### config.mk
export PLATFORM = sky130hd
export DESIGN_NAME = audio_i2s_receiver
export DESIGN_NICKNAME = d
export VERILOG_FILES = /design/src/rtl/audio_i2s_receiver_pkg.sv /design/src/rtl/audio_i2s_receiver_sync_edge_det.sv /design/src/rtl/audio_i2s_receiver.sv
export SDC_FILE = /design/constraint.sdc
export NUM_CORES = 1
export LEC_CHECK = 0
export ABC_AREA = 1
export BUFFER_PORTS_ARGS = -buffer_cell sky130_fd_sc_hd__buf_2
export CORE_MARGIN = 5
export CORE_UTILIZATION = 56
export DETAILED_ROUTE_END_ITERATION = 8
export MAX_ROUTING_LAYER = met4
export PLACE_DENSITY = 0.74
export SLEW_MARGIN = 20
export SYNTH_ARGS = -nofsm -noshare
export SYNTH_HDL_FRONTEND = slang
export SYNTH_SLANG_ARGS = --single-unit
export TNS_END_PERCENT = 30
### constraint.sdc
create_clock -name sys_clk -period 1.8 [get_ports sys_clk]
set_clock_uncertainty 0.05 [all_clocks]
set_input_delay 0.09 -clock sys_clk [delete_from_list [all_inputs] [get_ports sys_clk]]
set_output_delay 0.09 -clock sys_clk [all_outputs]
set_load 0.005 [all_outputs]
### src/rtl/audio_i2s_receiver_pkg.sv
// Shared audio definitions: legal sample widths and the serial-framing FSM
// encoding used by both the I2S receiver and transmitter.
package audio_i2s_receiver_pkg;

    localparam int AUDIO_WIDTH_16      = 16;
    localparam int AUDIO_WIDTH_24      = 24;
    localparam int AUDIO_WIDTH_32      = 32;
    localparam int AUDIO_WIDTH_DEFAULT = AUDIO_WIDTH_24;

    typedef enum logic [1:0] {
        IDLE  = 2'd0,
        SKIP  = 2'd1,
        SHIFT = 2'd2,
        WAIT  = 2'd3
    } i2s_state_e;

    function automatic logic audio_width_legal(input int width);
        return (width == AUDIO_WIDTH_16) || (width == AUDIO_WIDTH_24) ||
               (width == AUDIO_WIDTH_32);
    endfunction

    // Bit counter must be able to hold the full word width itself.
    function automatic int bit_cnt_width(input int width);
        return $clog2(width + 1);
    endfunction

endpackage

### src/rtl/audio_i2s_receiver_sync_edge_det.sv
// Two-flop synchronizer for an asynchronous pin plus a history flop that
// yields single-cycle rise/fall strobes in the sys_clk domain.
module sync_edge_det (
    input  logic sys_clk,
    input  logic reset,
    input  logic d_in,
    output logic sync_out,
    output logic rise,
    output logic fall
);

    logic meta_q, sync_q, hist_q;
    logic meta_d, sync_d, hist_d;

    always_comb begin
        meta_d = d_in;
        sync_d = meta_q;
        hist_d = sync_q;
    end

    always_ff @(posedge sys_clk) begin
        if (reset) begin
            meta_q <= 1'b0;
            sync_q <= 1'b0;
            hist_q <= 1'b0;
        end else begin
            meta_q <= meta_d;
            sync_q <= sync_d;
            hist_q <= hist_d;
        end
    end

    assign sync_out = sync_q;
    assign rise     = sync_q & ~hist_q;
    assign fall     = ~sync_q & hist_q;

endmodule

### src/rtl/audio_i2s_receiver.sv
// I2S ADC receiver: oversamples BCLK/LRCK/DAT in the sys_clk domain, frames
// left/right words and presents complete stereo pairs with a valid pulse.
module audio_i2s_receiver #(
    parameter int AUDIO_WIDTH = 24
) (
    input  logic                   sys_clk,
    input  logic                   reset,
    input  logic                   iAUD_BCLK,
    input  logic                   iAUD_ADCLRCK,
    input  logic                   iAUD_ADCDAT,
    output logic [AUDIO_WIDTH-1:0] o_lsound_in,
    output logic [AUDIO_WIDTH-1:0] o_rsound_in,
    output logic                   o_valid,
    output logic                   o_frame_err
);

    import audio_i2s_receiver_pkg::*;

    localparam int CNT_W = bit_cnt_width(AUDIO_WIDTH);
    localparam logic [CNT_W-1:0] LAST_BIT = CNT_W'(AUDIO_WIDTH - 1);

    logic [2:0] pin_vec;
    logic [2:0] sync_vec;
    logic [2:0] rise_vec;
    logic [2:0] fall_vec;

    assign pin_vec = {iAUD_ADCDAT, iAUD_ADCLRCK, iAUD_BCLK};

    generate
        for (genvar gi = 0; gi < 3; gi++) begin : g_sync
            sync_edge_det u_sync (
                .sys_clk  (sys_clk),
                .reset    (reset),
                .d_in     (pin_vec[gi]),
                .sync_out (sync_vec[gi]),
                .rise     (rise_vec[gi]),
                .fall     (fall_vec[gi])
            );
        end
    endgenerate

    logic bclk_rise, lrck_s, dat_s;
    assign bclk_rise = rise_vec[0];
    assign lrck_s    = sync_vec[1];
    assign dat_s     = sync_vec[2];

    logic unused_edges;
    assign unused_edges = ^{sync_vec[0], rise_vec[2:1], fall_vec};

    i2s_state_e             state_q, state_d;
    logic [CNT_W-1:0]       cnt_q, cnt_d;
    logic [AUDIO_WIDTH-1:0] shift_q, shift_d;
    logic [AUDIO_WIDTH-1:0] hold_q, hold_d;
    logic                   left_ok_q, left_ok_d;
    logic                   chan_q, chan_d;
    logic                   lrck_prev_q, lrck_prev_d;
    logic                   lrck_seen_q, lrck_seen_d;
    logic                   done_q, done_d;
    logic [AUDIO_WIDTH-1:0] lsound_q, lsound_d;
    logic [AUDIO_WIDTH-1:0] rsound_q, rsound_d;
    logic                   valid_q, valid_d;
    logic                   err_q, err_d;
    logic                   lrck_change;

    // The first BCLK edge after reset only primes the LRCK history, so a
    // release in the middle of a slot is not mistaken for a channel change.
    assign lrck_change = bclk_rise && lrck_seen_q && (lrck_s != lrck_prev_q);

    always_comb begin
        state_d     = state_q;
        cnt_d       = cnt_q;
        shift_d     = shift_q;
        hold_d      = hold_q;
        left_ok_d   = left_ok_q;
        chan_d      = chan_q;
        lrck_prev_d = lrck_prev_q;
        lrck_seen_d = lrck_seen_q;
        done_d      = 1'b0;
        lsound_d    = lsound_q;
        rsound_d    = rsound_q;
        valid_d     = 1'b0;
        err_d       = 1'b0;

        if (bclk_rise) begin
            lrck_prev_d = lrck_s;
            lrck_seen_d = 1'b1;
        end

        // A word finished on the previous cycle; BCLK edges are at least four
        // cycles apart so shift_q is still intact here.
        if (done_q) begin
            if (!chan_q) begin
                hold_d    = shift_q;
                left_ok_d = 1'b1;
            end else if (left_ok_q) begin
                lsound_d  = hold_q;
                rsound_d  = shift_q;
                valid_d   = 1'b1;
                left_ok_d = 1'b0;
            end
        end

        case (state_q)
            IDLE: begin
                if (lrck_change) begin
                    state_d = SKIP;
                    chan_d  = lrck_s;
                end
            end
            SKIP, SHIFT: begin
                if (lrck_change) begin
                    state_d   = SKIP;
                    chan_d    = lrck_s;
                    cnt_d     = '0;
                    shift_d   = '0;
                    left_ok_d = 1'b0;
                    err_d     = 1'b1;
                end else if (bclk_rise) begin
                    if (state_q == SKIP) begin
                        state_d = SHIFT;
                        cnt_d   = '0;
                    end else begin
                        shift_d = {shift_q[AUDIO_WIDTH-2:0], dat_s};
                        cnt_d   = cnt_q + CNT_W'(1);
                        if (cnt_q == LAST_BIT) begin
                            state_d = WAIT;
                            done_d  = 1'b1;
                        end
                    end
                end
            end
            WAIT: begin
                if (lrck_change) begin
                    state_d = SKIP;
                    chan_d  = lrck_s;
                end
            end
            default: state_d = IDLE;
        endcase
    end

    always_ff @(posedge sys_clk) begin
        if (reset) begin
            state_q     <= IDLE;
            cnt_q       <= '0;
            shift_q     <= '0;
            hold_q      <= '0;
            left_ok_q   <= 1'b0;
            chan_q      <= 1'b0;
            lrck_prev_q <= 1'b0;
            lrck_seen_q <= 1'b0;
            done_q      <= 1'b0;
            lsound_q    <= '0;
            rsound_q    <= '0;
            valid_q     <= 1'b0;
            err_q       <= 1'b0;
        end else begin
            state_q     <= state_d;
            cnt_q       <= cnt_d;
            shift_q     <= shift_d;
            hold_q      <= hold_d;
            left_ok_q   <= left_ok_d;
            chan_q      <= chan_d;
            lrck_prev_q <= lrck_prev_d;
            lrck_seen_q <= lrck_seen_d;
            done_q      <= done_d;
            lsound_q    <= lsound_d;
            rsound_q    <= rsound_d;
            valid_q     <= valid_d;
            err_q       <= err_d;
        end
    end

    assign o_lsound_in = lsound_q;
    assign o_rsound_in = rsound_q;
    assign o_valid     = valid_q;
    assign o_frame_err = err_q;

endmodule

==> impl_metrics.csv <==
group,metric,value,unit
clock_tree,cts_tree,"done",
grt,grtUsageMet3,0.06101,
grt,top_usage_layer,"met2",
floorplan,start_util,0.5758,
grt,met2_usage,0.3254,
detailed_routing,post-route-drc-count,0,
detailed_routing,via_count,3646,
critical_path,arrival,2060,ps
placement,hpwl,5410,um
clock_tree,cts_buffers,17,
yosys,synth_cell_types,29,
sta,setup-violations-final,0,
power_and_ir_drop,total_power,6.062,mW
floorplan,rows,32,
sta,hold_slack,350.1,ps
placement,gpl.final_weighted_congestion,0.8064,
yosys,ys_warn_count,0,
finish,syn2layout_area_growth,21.88,%
sta,slew_headroom,0.7168,
yosys,yosys.area_share.simple,0.1915,
detailed_routing,viasPerCell,5.085,
yosys,synthXorXnorAreaFrac,0.003937,
floorplan,coreArea,7727,sq um
min_path,holdCritPathClass,"register to register",
critical_path,cp_data_required_time,2200,ps
floorplan,dieWidth,99.14,um
power_and_ir_drop,p_per_area,1118,nW/um^2
sta,fmax,0.6036,GHz
yosys,synth-compound-area-share,0.1558,
finish,fin_util,0.7017,
placement,dpl_cell_area,4742,sq um
clock_tree,htreeDepth,4,
grt,grt_max_degree,113,
power_and_ir_drop,p_leak,2.388,nW
finish,nets,612,
power_and_ir_drop,ir_worst_vdd,694.4,uV
detailed_routing,antenna_left,0,
grt,grt_usage,0.2021,
detailed_routing,drtPass1Iterations,5,
yosys,avgSynthCellArea,8.134,sq um
yosys,seq_area_frac_synth,0.5264,
detailed_routing,drtIter0Drc,171,
critical_path,cp_max_fo,13,
finish,post_route_cells_drive_above_1_share,0.2049,
clock_tree,root_buffer,"clkbuf_8",
finish,most-common-layout-cells,"117 x dfxtp_1, 74 x inv_1, 68 x o21ai_0, 62 x a21oi_1",
clock_tree,cts.path.max_buffers,2,
grt,grt_pass1_wl,15710,um
floorplan,ios,55,
critical_path,crit_path_end_kind,"register",
finish,fin_area,5423,sq um
placement,portBuffers,54,
yosys,synth_seq_cells,117,
clock_tree,clock-sinks,117,
yosys,synth.area.mux_share,0,
yosys,mappedNetlistArea,4449,sq um
finish,n_fill_cell,609,
floorplan,dieArea,9828,sq um
clock_tree,clk_latency,510,ps
grt,use_met1,0.2371,
floorplan,die_h,99.14,um
sta,post-route-worst-setup-slack,143.3,ps
sta,period_needed,1657,ps
sta,drv_slew,0,
yosys,synth_cells,547,
critical_path,path_class,"register to register",
sta,hold_violations,0,
clock_tree,post_cts_buffers,0,
sta,fin_crit_sh,0.9204,
run,maxCapViolations,0,
yosys,synth_top_family_by_area,"simple AND/OR/NAND/NOR gates",
yosys,syn_nets,557,
run_status,status,"complete, no violations",
detailed_routing,drt_wl_total,9072,um
yosys,synthAdderAreaFrac,0.01406,
finish,n_antenna_cell,0,
placement,post-place-ws,69.21,ps
grt,first_global_vias,3490,
finish,mostFrequentLayoutCell,"dfxtp_1",
grt,antenna_found_initial,0,
clock_tree,path_clk_slew,50,ps
detailed_routing,wl_per_cell,12.65,um
sta,tightest_slew,424.8,ps
critical_path,worstSetupStartpointType,"register",
grt,gr-total-overflow,0,
==> cell families (layout without fill, tap and decap cells) <==
family | count (synthesis) | after routing
simple gates | 171 | 171
compound gates | 138 | 138
buf+inv | 114 | 182
fa+ha+maj | 5 | 5
flops | 117 | 117
xor+xnor | 2 | 2
==> sequential cells by signal, summed over array words and instances, names as in the netlist, 2 cells and up <==
signal                  count
o_rsound_in                24
g_sync.u_sync.meta_q        3
cnt_q                       5
state_q                     2
shift_q                    24
hold_q                     24
g_sync.u_sync.sync_out      3
o_lsound_in                24
==> power breakdown <==
group          switching, mW  total (mW)  internal (mW)
clock network           1.16        3.34           2.18
logic                 0.0751       0.114         0.0389
registers            0.00576        2.61           2.60
total                   1.25        6.06           4.82
==> area by class of cell <==
type,count,area [sq um],share of cell area
flip-flops and latches,117,2342,0.4319
multi-input cells,316,1634,0.3013
clock buffers,20,445.4,0.08214
repair buffers,69,412.9,0.07614
inverters,81,306.5,0.05653
clock inverters,12,153.9,0.02838
well taps,102,127.6,0.02353
==> through the flow <==
step,instances,setup TNS [ps]
floorplan,547,0
global placement,678,0
detailed placement,678,0
CTS,717,0
global route,717,-11.48
finish,717,0
==> cell usage after synthesis <==
library cell | number | area, sq um
o21ai_0 | 68 | 340.3
a21oi_1 | 62 | 310.3
nand2_4 | 3 | 33.78
nand3_2 | 16 | 160.2
o211ai_1 | 1 | 7.510
buf_2 | 8 | 40.04
buf_6 | 3 | 33.78
buf_1 | 2 | 7.510
inv_1 | 74 | 277.8
xnor2_1 | 1 | 8.760
clkbuf_2 | 1 | 5.000
nor2_1 | 58 | 217.7
nor2_2 | 3 | 18.77
nand3_1 | 8 | 40.04
nand2_1 | 58 | 217.7
inv_2 | 6 | 22.52
nor2_4 | 1 | 11.26
xor2_1 | 1 | 8.760
clkinv_1 | 1 | 3.750
nor3_1 | 1 | 5.000
ha_1 | 5 | 62.56
buf_4 | 1 | 7.510
clkbuf_1 | 17 | 63.81
o21ai_1 | 7 | 35.03
nor3_2 | 1 | 10.01
buf_12 | 1 | 20.02
nand4_1 | 19 | 118.9
nand2_2 | 3 | 18.77
dfxtp_1 | 117 | 2342
==> metal layers <==
layer	wire [um]	part of all wire	up-vias
met2	4411	0.49	80
li1	-	-	1874
met1	4060	0.45	1680
met3	473	0.052	12
met4	126	0.014	0
met5	0	0	-
==> final timing paths <==
path / depth (start not counted) / slack [ps] / startpoint / endpoint
setup / recovery: 7 / 140 / state_q[0] / shift_q[19]
hold / removal: 2 / 350 / g_sync[0].u_sync.meta_q / g_sync[0].u_sync.sync_out
setup reg to reg: 7 / 140 / state_q[0] / shift_q[19]
hold reg to reg: 2 / 350 / g_sync[0].u_sync.meta_q / g_sync[0].u_sync.sync_out
==> timing repair <==
action / 4_1_cts / 5_1_grt
endpoints found under the setup margin: 0 / 24
gates resized for setup: 0 / 2
hold buffers: 7 / 0
hold endpoints to repair: 12 / 0
==> critical path: stages, from the launching register on <==
cell and delay [ps]:
dfxtp_1 370, inv_1 80, ha_1 310, nand3_2 170, inv_4 200, buf_4 210, nand4_1 120, nand2_1 90
Power figures use the tool's default switching activity.
